`src/rtl/reorder_buffer_pkg.sv`:
```
// Shared ROB constants and entry type encodings, also used by the register
// file and the decoder.
package reorder_buffer_pkg;

    localparam int ROB_SIZE    = 16;
    localparam int ROB_POS_WID = 4;                // log2(ROB_SIZE)
    localparam int ROB_ID_WID  = ROB_POS_WID + 1;  // rename tag is {1'b1, pos}
    localparam int DATA_WID    = 32;
    localparam int REG_POS_WID = 5;

    typedef enum logic [1:0] {
        ROB_T_REG   = 2'd0,
        ROB_T_STORE = 2'd1,
        ROB_T_BR    = 2'd2
    } rob_type_e;

    typedef logic [ROB_POS_WID-1:0] rob_pos_t;
    typedef logic [DATA_WID-1:0]    data_t;
    typedef logic [REG_POS_WID-1:0] reg_pos_t;

endpackage

```
`src/rtl/reorder_buffer_if.sv`:
```
// Issue, operand lookup, writeback and retire signals of the reorder buffer.
// Names carry the direction as seen from the ROB (slave side).
interface reorder_buffer_if;
    import reorder_buffer_pkg::*;

    logic     rdy_i;
    logic     issue_i;
    logic [1:0] issue_type_i;
    reg_pos_t issue_rd_i;
    logic     issue_ready_i;
    data_t    issue_val_i;
    logic     issue_pred_jump_i;
    rob_pos_t issue_pos_o;
    logic     rob_full_o;

    rob_pos_t q1_pos_i;
    rob_pos_t q2_pos_i;
    logic     q1_ready_o;
    logic     q2_ready_o;
    data_t    q1_val_o;
    data_t    q2_val_o;

    logic     alu_wb_i;
    rob_pos_t alu_wb_pos_i;
    data_t    alu_wb_val_i;
    logic     alu_wb_jump_i;
    data_t    alu_wb_pc_i;
    logic     lsb_wb_i;
    rob_pos_t lsb_wb_pos_i;
    data_t    lsb_wb_val_i;

    logic     commit_o;
    reg_pos_t commit_rd_o;
    data_t    commit_val_o;
    rob_pos_t commit_pos_o;
    logic     commit_store_o;
    logic     rollback_o;
    data_t    rollback_pc_o;

    modport slave (
        input  rdy_i, issue_i, issue_type_i, issue_rd_i, issue_ready_i, issue_val_i,
               issue_pred_jump_i, q1_pos_i, q2_pos_i,
               alu_wb_i, alu_wb_pos_i, alu_wb_val_i, alu_wb_jump_i, alu_wb_pc_i,
               lsb_wb_i, lsb_wb_pos_i, lsb_wb_val_i,
        output issue_pos_o, rob_full_o, q1_ready_o, q2_ready_o, q1_val_o, q2_val_o,
               commit_o, commit_rd_o, commit_val_o, commit_pos_o, commit_store_o,
               rollback_o, rollback_pc_o
    );

    modport master (
        output rdy_i, issue_i, issue_type_i, issue_rd_i, issue_ready_i, issue_val_i,
               issue_pred_jump_i, q1_pos_i, q2_pos_i,
               alu_wb_i, alu_wb_pos_i, alu_wb_val_i, alu_wb_jump_i, alu_wb_pc_i,
               lsb_wb_i, lsb_wb_pos_i, lsb_wb_val_i,
        input  issue_pos_o, rob_full_o, q1_ready_o, q2_ready_o, q1_val_o, q2_val_o,
               commit_o, commit_rd_o, commit_val_o, commit_pos_o, commit_store_o,
               rollback_o, rollback_pc_o
    );

endinterface

```
`src/rtl/reorder_buffer.sv`:
```
// Circular in-order commit queue. Slots are allocated at the tail on issue,
// filled out of order by the ALU/LSB writeback ports, and retired one per
// cycle from the head. A mispredicted branch at the head flushes everything.
module reorder_buffer
    import reorder_buffer_pkg::*;
(
    input  logic            clk,
    input  logic            rst,
    reorder_buffer_if.slave rob_if
);

    // Per-entry state: flags are reset, payload is not
    logic [ROB_SIZE-1:0] busy_q, busy_d;
    logic [ROB_SIZE-1:0] ready_q, ready_d;
    logic [ROB_SIZE-1:0] pred_jump_q;
    logic [ROB_SIZE-1:0] real_jump_q;
    rob_type_e           type_q [ROB_SIZE];
    reg_pos_t            rd_q   [ROB_SIZE];
    data_t               val_q  [ROB_SIZE];
    data_t               pc_q   [ROB_SIZE];

    rob_pos_t              head_q, head_d;
    rob_pos_t              tail_q, tail_d;
    logic [ROB_ID_WID-1:0] count_q, count_d;

    logic     commit_q, commit_store_q, rollback_q;
    reg_pos_t commit_rd_q;
    data_t    commit_val_q, rollback_pc_q;
    rob_pos_t commit_pos_q;

    logic      full, accept, issue_ok, alu_ok, lsb_ok;
    logic      commit_fire, mispredict;
    rob_type_e head_type;

    // The cycle after a flush, new issues and writebacks belong to the
    // squashed path and are dropped.
    assign full        = (count_q == ROB_ID_WID'(ROB_SIZE));
    assign accept      = !rollback_q;
    assign issue_ok    = rob_if.issue_i && !full && accept;
    assign alu_ok      = rob_if.alu_wb_i && accept && busy_q[rob_if.alu_wb_pos_i];
    assign lsb_ok      = rob_if.lsb_wb_i && accept && busy_q[rob_if.lsb_wb_pos_i];
    assign head_type   = type_q[head_q];
    assign commit_fire = busy_q[head_q] && ready_q[head_q];
    assign mispredict  = commit_fire && (head_type == ROB_T_BR) &&
                         (real_jump_q[head_q] != pred_jump_q[head_q]);

    assign rob_if.issue_pos_o    = tail_q;
    assign rob_if.rob_full_o     = full;
    assign rob_if.commit_o       = commit_q;
    assign rob_if.commit_rd_o    = commit_rd_q;
    assign rob_if.commit_val_o   = commit_val_q;
    assign rob_if.commit_pos_o   = commit_pos_q;
    assign rob_if.commit_store_o = commit_store_q;
    assign rob_if.rollback_o     = rollback_q;
    assign rob_if.rollback_pc_o  = rollback_pc_q;

    // Operand lookup: a result on a writeback port forwards ahead of the stored value
    always_comb begin
        // NOTE: every output gets a default first so no path leaves it unassigned (no latch).
        rob_if.q1_ready_o = ready_q[rob_if.q1_pos_i];
        rob_if.q1_val_o   = val_q[rob_if.q1_pos_i];
        rob_if.q2_ready_o = ready_q[rob_if.q2_pos_i];
        rob_if.q2_val_o   = val_q[rob_if.q2_pos_i];
        if (rob_if.lsb_wb_i && rob_if.lsb_wb_pos_i == rob_if.q1_pos_i) begin
            rob_if.q1_ready_o = 1'b1;
            rob_if.q1_val_o   = rob_if.lsb_wb_val_i;
        end
        if (rob_if.alu_wb_i && rob_if.alu_wb_pos_i == rob_if.q1_pos_i) begin
            rob_if.q1_ready_o = 1'b1;
            rob_if.q1_val_o   = rob_if.alu_wb_val_i;
        end
        if (rob_if.lsb_wb_i && rob_if.lsb_wb_pos_i == rob_if.q2_pos_i) begin
            rob_if.q2_ready_o = 1'b1;
            rob_if.q2_val_o   = rob_if.lsb_wb_val_i;
        end
        if (rob_if.alu_wb_i && rob_if.alu_wb_pos_i == rob_if.q2_pos_i) begin
            rob_if.q2_ready_o = 1'b1;
            rob_if.q2_val_o   = rob_if.alu_wb_val_i;
        end
    end

    // Next state of the queue pointers and per-entry flags; a flush wins over all
    always_comb begin
        // NOTE: blocking assignments here let later rules override earlier ones in order.
        busy_d  = busy_q;
        ready_d = ready_q;
        head_d  = head_q;
        tail_d  = tail_q;
        if (alu_ok) ready_d[rob_if.alu_wb_pos_i] = 1'b1;
        if (lsb_ok) ready_d[rob_if.lsb_wb_pos_i] = 1'b1;
        if (commit_fire) begin
            busy_d[head_q]  = 1'b0;
            ready_d[head_q] = 1'b0;
            head_d          = head_q + 1'b1;
        end
        if (issue_ok) begin
            busy_d[tail_q]  = 1'b1;
            ready_d[tail_q] = rob_if.issue_ready_i;
            tail_d          = tail_q + 1'b1;
        end
        unique case ({issue_ok, commit_fire})
            2'b10:   count_d = count_q + 1'b1;
            2'b01:   count_d = count_q - 1'b1;
            default: count_d = count_q;
        endcase
        if (mispredict) begin
            busy_d  = '0;
            ready_d = '0;
            head_d  = '0;
            tail_d  = '0;
            count_d = '0;
        end
    end

    // Control state and registered retire outputs; rdy low freezes everything
    always_ff @(posedge clk) begin
        // NOTE: sequential state uses non-blocking assignments so all registers update together.
        if (rst) begin
            busy_q         <= '0;
            ready_q        <= '0;
            head_q         <= '0;
            tail_q         <= '0;
            count_q        <= '0;
            commit_q       <= 1'b0;
            commit_store_q <= 1'b0;
            rollback_q     <= 1'b0;
            commit_rd_q    <= '0;
            commit_val_q   <= '0;
            commit_pos_q   <= '0;
            rollback_pc_q  <= '0;
        end else if (rob_if.rdy_i) begin
            busy_q         <= busy_d;
            ready_q        <= ready_d;
            head_q         <= head_d;
            tail_q         <= tail_d;
            count_q        <= count_d;
            commit_q       <= commit_fire && (head_type == ROB_T_REG) && (rd_q[head_q] != '0);
            commit_store_q <= commit_fire && (head_type == ROB_T_STORE);
            rollback_q     <= mispredict;
            if (commit_fire) begin
                commit_rd_q  <= rd_q[head_q];
                commit_val_q <= val_q[head_q];
                commit_pos_q <= head_q;
            end
            if (mispredict) rollback_pc_q <= pc_q[head_q];
        end
    end

    // Entry payload written at issue and writeback
    // NOTE: payload arrays carry no reset; busy/ready gate every read that matters.
    always_ff @(posedge clk) begin
        if (rob_if.rdy_i) begin
            if (issue_ok) begin
                type_q[tail_q]      <= rob_type_e'(rob_if.issue_type_i);
                rd_q[tail_q]        <= rob_if.issue_rd_i;
                pred_jump_q[tail_q] <= rob_if.issue_pred_jump_i;
                // A branch resolved at issue retires as correctly predicted
                real_jump_q[tail_q] <= rob_if.issue_pred_jump_i;
                if (rob_if.issue_ready_i) val_q[tail_q] <= rob_if.issue_val_i;
            end
            if (alu_ok) begin
                val_q[rob_if.alu_wb_pos_i]       <= rob_if.alu_wb_val_i;
                real_jump_q[rob_if.alu_wb_pos_i] <= rob_if.alu_wb_jump_i;
                pc_q[rob_if.alu_wb_pos_i]        <= rob_if.alu_wb_pc_i;
            end
            if (lsb_ok) val_q[rob_if.lsb_wb_pos_i] <= rob_if.lsb_wb_val_i;
        end
    end

endmodule

```
`src/flat_wrapper.sv`:
```
// flat-port wrapper written by rule: the top's interface ports become plain ports
module reorder_buffer_flat import reorder_buffer_pkg::*;
  (clk, rst, rob_if_rdy_i, rob_if_issue_i, rob_if_issue_type_i, rob_if_issue_rd_i, rob_if_issue_ready_i, rob_if_issue_val_i, rob_if_issue_pred_jump_i, rob_if_q1_pos_i, rob_if_q2_pos_i, rob_if_alu_wb_i, rob_if_alu_wb_pos_i, rob_if_alu_wb_val_i, rob_if_alu_wb_jump_i, rob_if_alu_wb_pc_i, rob_if_lsb_wb_i, rob_if_lsb_wb_pos_i, rob_if_lsb_wb_val_i, rob_if_issue_pos_o, rob_if_rob_full_o, rob_if_q1_ready_o, rob_if_q2_ready_o, rob_if_q1_val_o, rob_if_q2_val_o, rob_if_commit_o, rob_if_commit_rd_o, rob_if_commit_val_o, rob_if_commit_pos_o, rob_if_commit_store_o, rob_if_rollback_o, rob_if_rollback_pc_o);
  reorder_buffer_if rob_if_i ();
  input  logic clk;
  input  logic rst;
  input wire logic [$bits(rob_if_i.rdy_i)-1:0] rob_if_rdy_i;
  input wire logic [$bits(rob_if_i.issue_i)-1:0] rob_if_issue_i;
  input wire logic [$bits(rob_if_i.issue_type_i)-1:0] rob_if_issue_type_i;
  input wire logic [$bits(rob_if_i.issue_rd_i)-1:0] rob_if_issue_rd_i;
  input wire logic [$bits(rob_if_i.issue_ready_i)-1:0] rob_if_issue_ready_i;
  input wire logic [$bits(rob_if_i.issue_val_i)-1:0] rob_if_issue_val_i;
  input wire logic [$bits(rob_if_i.issue_pred_jump_i)-1:0] rob_if_issue_pred_jump_i;
  input wire logic [$bits(rob_if_i.q1_pos_i)-1:0] rob_if_q1_pos_i;
  input wire logic [$bits(rob_if_i.q2_pos_i)-1:0] rob_if_q2_pos_i;
  input wire logic [$bits(rob_if_i.alu_wb_i)-1:0] rob_if_alu_wb_i;
  input wire logic [$bits(rob_if_i.alu_wb_pos_i)-1:0] rob_if_alu_wb_pos_i;
  input wire logic [$bits(rob_if_i.alu_wb_val_i)-1:0] rob_if_alu_wb_val_i;
  input wire logic [$bits(rob_if_i.alu_wb_jump_i)-1:0] rob_if_alu_wb_jump_i;
  input wire logic [$bits(rob_if_i.alu_wb_pc_i)-1:0] rob_if_alu_wb_pc_i;
  input wire logic [$bits(rob_if_i.lsb_wb_i)-1:0] rob_if_lsb_wb_i;
  input wire logic [$bits(rob_if_i.lsb_wb_pos_i)-1:0] rob_if_lsb_wb_pos_i;
  input wire logic [$bits(rob_if_i.lsb_wb_val_i)-1:0] rob_if_lsb_wb_val_i;
  output wire logic [$bits(rob_if_i.issue_pos_o)-1:0] rob_if_issue_pos_o;
  output wire logic [$bits(rob_if_i.rob_full_o)-1:0] rob_if_rob_full_o;
  output wire logic [$bits(rob_if_i.q1_ready_o)-1:0] rob_if_q1_ready_o;
  output wire logic [$bits(rob_if_i.q2_ready_o)-1:0] rob_if_q2_ready_o;
  output wire logic [$bits(rob_if_i.q1_val_o)-1:0] rob_if_q1_val_o;
  output wire logic [$bits(rob_if_i.q2_val_o)-1:0] rob_if_q2_val_o;
  output wire logic [$bits(rob_if_i.commit_o)-1:0] rob_if_commit_o;
  output wire logic [$bits(rob_if_i.commit_rd_o)-1:0] rob_if_commit_rd_o;
  output wire logic [$bits(rob_if_i.commit_val_o)-1:0] rob_if_commit_val_o;
  output wire logic [$bits(rob_if_i.commit_pos_o)-1:0] rob_if_commit_pos_o;
  output wire logic [$bits(rob_if_i.commit_store_o)-1:0] rob_if_commit_store_o;
  output wire logic [$bits(rob_if_i.rollback_o)-1:0] rob_if_rollback_o;
  output wire logic [$bits(rob_if_i.rollback_pc_o)-1:0] rob_if_rollback_pc_o;
  assign rob_if_i.rdy_i = rob_if_rdy_i;
  assign rob_if_i.issue_i = rob_if_issue_i;
  assign rob_if_i.issue_type_i = rob_if_issue_type_i;
  assign rob_if_i.issue_rd_i = rob_if_issue_rd_i;
  assign rob_if_i.issue_ready_i = rob_if_issue_ready_i;
  assign rob_if_i.issue_val_i = rob_if_issue_val_i;
  assign rob_if_i.issue_pred_jump_i = rob_if_issue_pred_jump_i;
  assign rob_if_i.q1_pos_i = rob_if_q1_pos_i;
  assign rob_if_i.q2_pos_i = rob_if_q2_pos_i;
  assign rob_if_i.alu_wb_i = rob_if_alu_wb_i;
  assign rob_if_i.alu_wb_pos_i = rob_if_alu_wb_pos_i;
  assign rob_if_i.alu_wb_val_i = rob_if_alu_wb_val_i;
  assign rob_if_i.alu_wb_jump_i = rob_if_alu_wb_jump_i;
  assign rob_if_i.alu_wb_pc_i = rob_if_alu_wb_pc_i;
  assign rob_if_i.lsb_wb_i = rob_if_lsb_wb_i;
  assign rob_if_i.lsb_wb_pos_i = rob_if_lsb_wb_pos_i;
  assign rob_if_i.lsb_wb_val_i = rob_if_lsb_wb_val_i;
  assign rob_if_issue_pos_o = rob_if_i.issue_pos_o;
  assign rob_if_rob_full_o = rob_if_i.rob_full_o;
  assign rob_if_q1_ready_o = rob_if_i.q1_ready_o;
  assign rob_if_q2_ready_o = rob_if_i.q2_ready_o;
  assign rob_if_q1_val_o = rob_if_i.q1_val_o;
  assign rob_if_q2_val_o = rob_if_i.q2_val_o;
  assign rob_if_commit_o = rob_if_i.commit_o;
  assign rob_if_commit_rd_o = rob_if_i.commit_rd_o;
  assign rob_if_commit_val_o = rob_if_i.commit_val_o;
  assign rob_if_commit_pos_o = rob_if_i.commit_pos_o;
  assign rob_if_commit_store_o = rob_if_i.commit_store_o;
  assign rob_if_rollback_o = rob_if_i.rollback_o;
  assign rob_if_rollback_pc_o = rob_if_i.rollback_pc_o;
  reorder_buffer u_core (.clk(clk), .rst(rst), .rob_if(rob_if_i));
endmodule
```
`config.mk`:
```
export PLATFORM = sky130hd
export DESIGN_NAME = reorder_buffer_flat
export DESIGN_NICKNAME = d
export VERILOG_FILES = /design/src/rtl/reorder_buffer_pkg.sv /design/src/rtl/reorder_buffer_if.sv /design/src/rtl/reorder_buffer.sv /design/src/flat_wrapper.sv
export SDC_FILE = /design/constraint.sdc
export NUM_CORES = 2
export LEC_CHECK = 0
export CORE_MARGIN = 2
export CORE_UTILIZATION = 30
export CTS_CLUSTER_DIAMETER = 100
export DETAILED_ROUTE_END_ITERATION = 12
export PLACE_DENSITY = 0.55
export SLEW_MARGIN = 25
export SYNTH_ARGS = -nofsm -noshare
export SYNTH_HDL_FRONTEND = slang
export SYNTH_SLANG_ARGS = --single-unit
```
`constraint.sdc`:
```
create_clock -name clk -period 5.89 [get_ports clk]
set_input_delay 0.589 -clock clk [delete_from_list [all_inputs] [get_ports clk]]
set_output_delay 0.589 -clock clk [all_outputs]
set_load 0.02 [all_outputs]
```
==> results.toml <==
[global_routing]
grt_pass1_vias = 48800
grt_max_degree = 103
grtUsageTotal = 0.221
grt_overflow_total = 0
antenna_found_initial = 38
grt_pass1_wl_um = 376000

[yosys]
yosysTopAreaCellShare = 0.497
yosys.area.top_type = "edfxtp_1"
synthArstFlopShare = 0
synthDistinctLibCells = 65
syn-num-nets = 5653
ys_warn_count = 0
netlist_area_um2 = 70600
synth_ff_type = "edfxtp_1"
synth-seq-cells = 1293
syn_area_per_cell_um2 = 12.9
syn_inst = 5481
yosysSeqAreaShare = 0.532
synth_area_leaders = "edfxtp_1 (50%), mux4_2 (22%), nand2_1 (5.8%), a31oi_1 (3.8%), dfxtp_1 (3.5%)"
synth_enable_flop_cells = 1168

[timing]
slew_headroom = 0.247
skew_ns = 0.0658
fin_hold_ws_ns = 0.247
fin_crit_ns = 4.94
grt_setup_unrepaired = "no"
fin_setup_tns_ns = 0
fmax_ghz = 0.203
finalCritPeriodShare = 0.838
setup_violations = 0
hold_viol_final = 0
slew_violations = 0
tightestPinTransition_ns = 1.13

[clock_tree]
cts-root-buf = "clkbuf_16"
clkSinkCount = 1293
insertion_delay_ns = 0.83
cts_setup_buffers = 0
cts_made_buffers = 147
ctsLongestPathBuffers = 3
htreeDepth = 4
cts-resized-gates = 0
clk_transition_reported_paths_ns = 0.06
hold_buffers = 0
cts_tree = "yes"

[floorplan]
core_um2 = 235000
die_h_um = 489
dieWidth_um = 489
num_io_pins = 307
dieArea_um2 = 239000
initial_core_util = 0.301
std_cell_rows = 178

[routing]
ant_nets = 0
drtIter0Drc = 7243
avgRoutedWirePerCell_um = 30.9
viasPerCell = 5.81
drt_wl_total_um = 270000
dr.pass1.iters = 9
post-route-drc-count = 0
dr_total_vias = 50800

[critical_path]
crit_buf_inv = 3
critPathMostFrequentCell = "clkdlybuf4s50_1"
critPathMaxFanout = 25
endpoint_kind = "output pin"
arrival_ns = 4.35
cp_slowest_cell = "clkdlybuf4s50_1"
cpLargestDelayFamily = "buffers and inverters"
path_cells = "clkdlybuf4s50_1, xor2_1, nor4_4, buf_4, mux2i_1, o21ai_0, clkdlybuf4s50_1"
critPathMaxStageDelay_ns = 1.02
crit_type = "input pin to output pin"
critPathRequiredTime_ns = 5.30
reg2regPathDepth = 14
critPathLaunchType = "input pin"
cp.depth = 7

[pwr]
irDropWorstVdd_v = 0.000287
cellLeakagePower_nw = 26.2
total_power_mw = 21.3
p_per_area_nw_per_um2 = 261

[place]
place_hpwl_um = 161000
place_inst = 8468
port_buffers = 306
routabilityCongestion = 0.901

[min_path]
hold_class = "input pin to flip-flop"
hold_path_depth = 2

[layout]
instances_no_fill = 8752
synthToLayoutAreaGrowth_pct = 15.5
drive_gt1_frac = 0.204
nFillCells = 22600
fin_nets = 5640

[run_status]
status = "complete, no violations"

[flow_run]
cap_violations = 0
placed cells by master (no fill, tap or decap), drive strengths merged, types with 10 or more instances in the layout:
cell | synthesis | routed
xor2 | 19 | 19
nor2b | 11 | 11
ha | 12 | 12
and2 | 10 | 10
diode | 0 | 13
a31oi | 431 | 431
nor2 | 598 | 598
dfxtp | 125 | 125
a21oi | 194 | 194
clkinv | 0 | 50
o21ai | 99 | 99
and3 | 17 | 17
clkdlybuf4s50 | 0 | 295
mux2i | 216 | 216
mux4 | 702 | 702
edfxtp | 1168 | 1168
inv | 43 | 46
clkbuf | 349 | 198
nand2 | 1089 | 1089
buf | 261 | 153
a311oi | 14 | 14
nand3 | 33 | 33
bufinv | 0 | 14
worst paths after layout:
path,slack [ns],from,end
worst min-delay path,0.25,rst,u_core.rob_if.rollback_pc_o[17]$_SDFFE_PP0P_
worst max register to register,1.63,u_core.head_q[1]$_SDFFE_PP0P_,u_core.count_q[4]$_SDFFE_PP0P_
worst max-delay path,0.95,rob_if_lsb_wb_pos_i[2],rob_if_q1_val_o[26]
worst min register to register,0.45,u_core.rob_if.commit_val_o[0]$_SDFFE_PP0P_,u_core.rob_if.commit_val_o[0]$_SDFFE_PP0P_
cell type report:
cell class,instances,area (um^2),area share
inverter,43,201,0.00247
sequential,1293,37600,0.461
clock buffer,198,3950,0.0484
clock inverter,72,1060,0.0129
multi-input combinational,3535,30400,0.373
antenna,13,32.5,0.000399
tap,3150,3940,0.0483
timing repair buffer,448,4390,0.0538
state kept, by name (all words and copies together), names as in the netlist, named ones only:
register and flops:
u_core.rob_if.commit_store_o 1, u_core.rob_if.commit_rd_o 5, u_core.pc_q 512, u_core.ready_q 16
u_core.pred_jump_q 16, u_core.type_q 32, u_core.val_q 512, u_core.real_jump_q 16
u_core.count_q 5, u_core.rob_if.commit_val_o 32, u_core.rob_if.commit_pos_o 4, u_core.busy_q 16
u_core.rob_if.issue_pos_o 4, u_core.rd_q 80, u_core.head_q 4, u_core.rob_if.rollback_o 1
u_core.rob_if.commit_o 1, u_core.rob_if.rollback_pc_o 32
per-layer routing:
metal	track usage	vias to the layer above	routed length, um
met4	0.102	32	13400
met1	0.289	25800	104000
met3	0.0566	698	29200
li1	-	20900	-
met5	0	-	187
met2	0.344	3401	124000
Yosys cell counts (2+ instances only):
library cell and count:
a211oi_1 3, a21oi_1 194, a221oi_1 7, a22oi_1 5, a311oi_1 14, a31o_2 3, a31oi_1 430, and2_1 9
and3_1 17, and3b_1 4, buf_1 44, buf_2 155, buf_4 51, buf_6 10, clkbuf_1 349, dfxtp_1 125
edfxtp_1 1168, ha_1 12, inv_1 41, inv_2 2, mux2_2 2, mux2i_1 216, mux4_1 12, mux4_2 690
nand2_1 1089, nand2b_1 4, nand3_1 33, nand4_1 3, nor2_1 596, nor2_2 2, nor2b_1 11, nor3_1 4
nor3_2 2, nor3b_1 3, nor4_1 3, nor4_2 2, o211ai_1 9, o21ai_0 98, o2bb2ai_1 2, o311ai_0 5
or3_1 3, xnor2_1 8, xor2_1 19
report_power, final:
part           total [mW]  internal, mW  switching [mW]
Clock                9.52          5.42            4.09
Combinational        1.72         0.697            1.03
Sequential           10.1          10.0          0.0280
Total                21.3          16.1            5.15
through the flow:
step	cell area, um^2	utilization	worst slack [ns]
after CTS	81500	0.347	0.964
after global routing	81600	0.347	0.765
after detailed placement	76500	0.326	0.971
final	81600	0.348	0.955
after floorplan	70600	-	0.0376
after global placement	76500	0.326	1.02
cell families (layout without fill, tap and decap cells):
kind of cell,count (synthesis),after routing,synth area share
and+or+nand+nor,1794,1794,0.0993
muxes,920,920,0.255
adders and majority gates,12,12,0.00213
other,0,13,0
buffers and inverters,653,761,0.0415
xor gates and xnor gates,27,27,0.00335
DFF,1293,1293,0.532
AOI/OAI and AO/OA,782,782,0.0663
No activity file was read; power rests on OpenSTA's default activity.
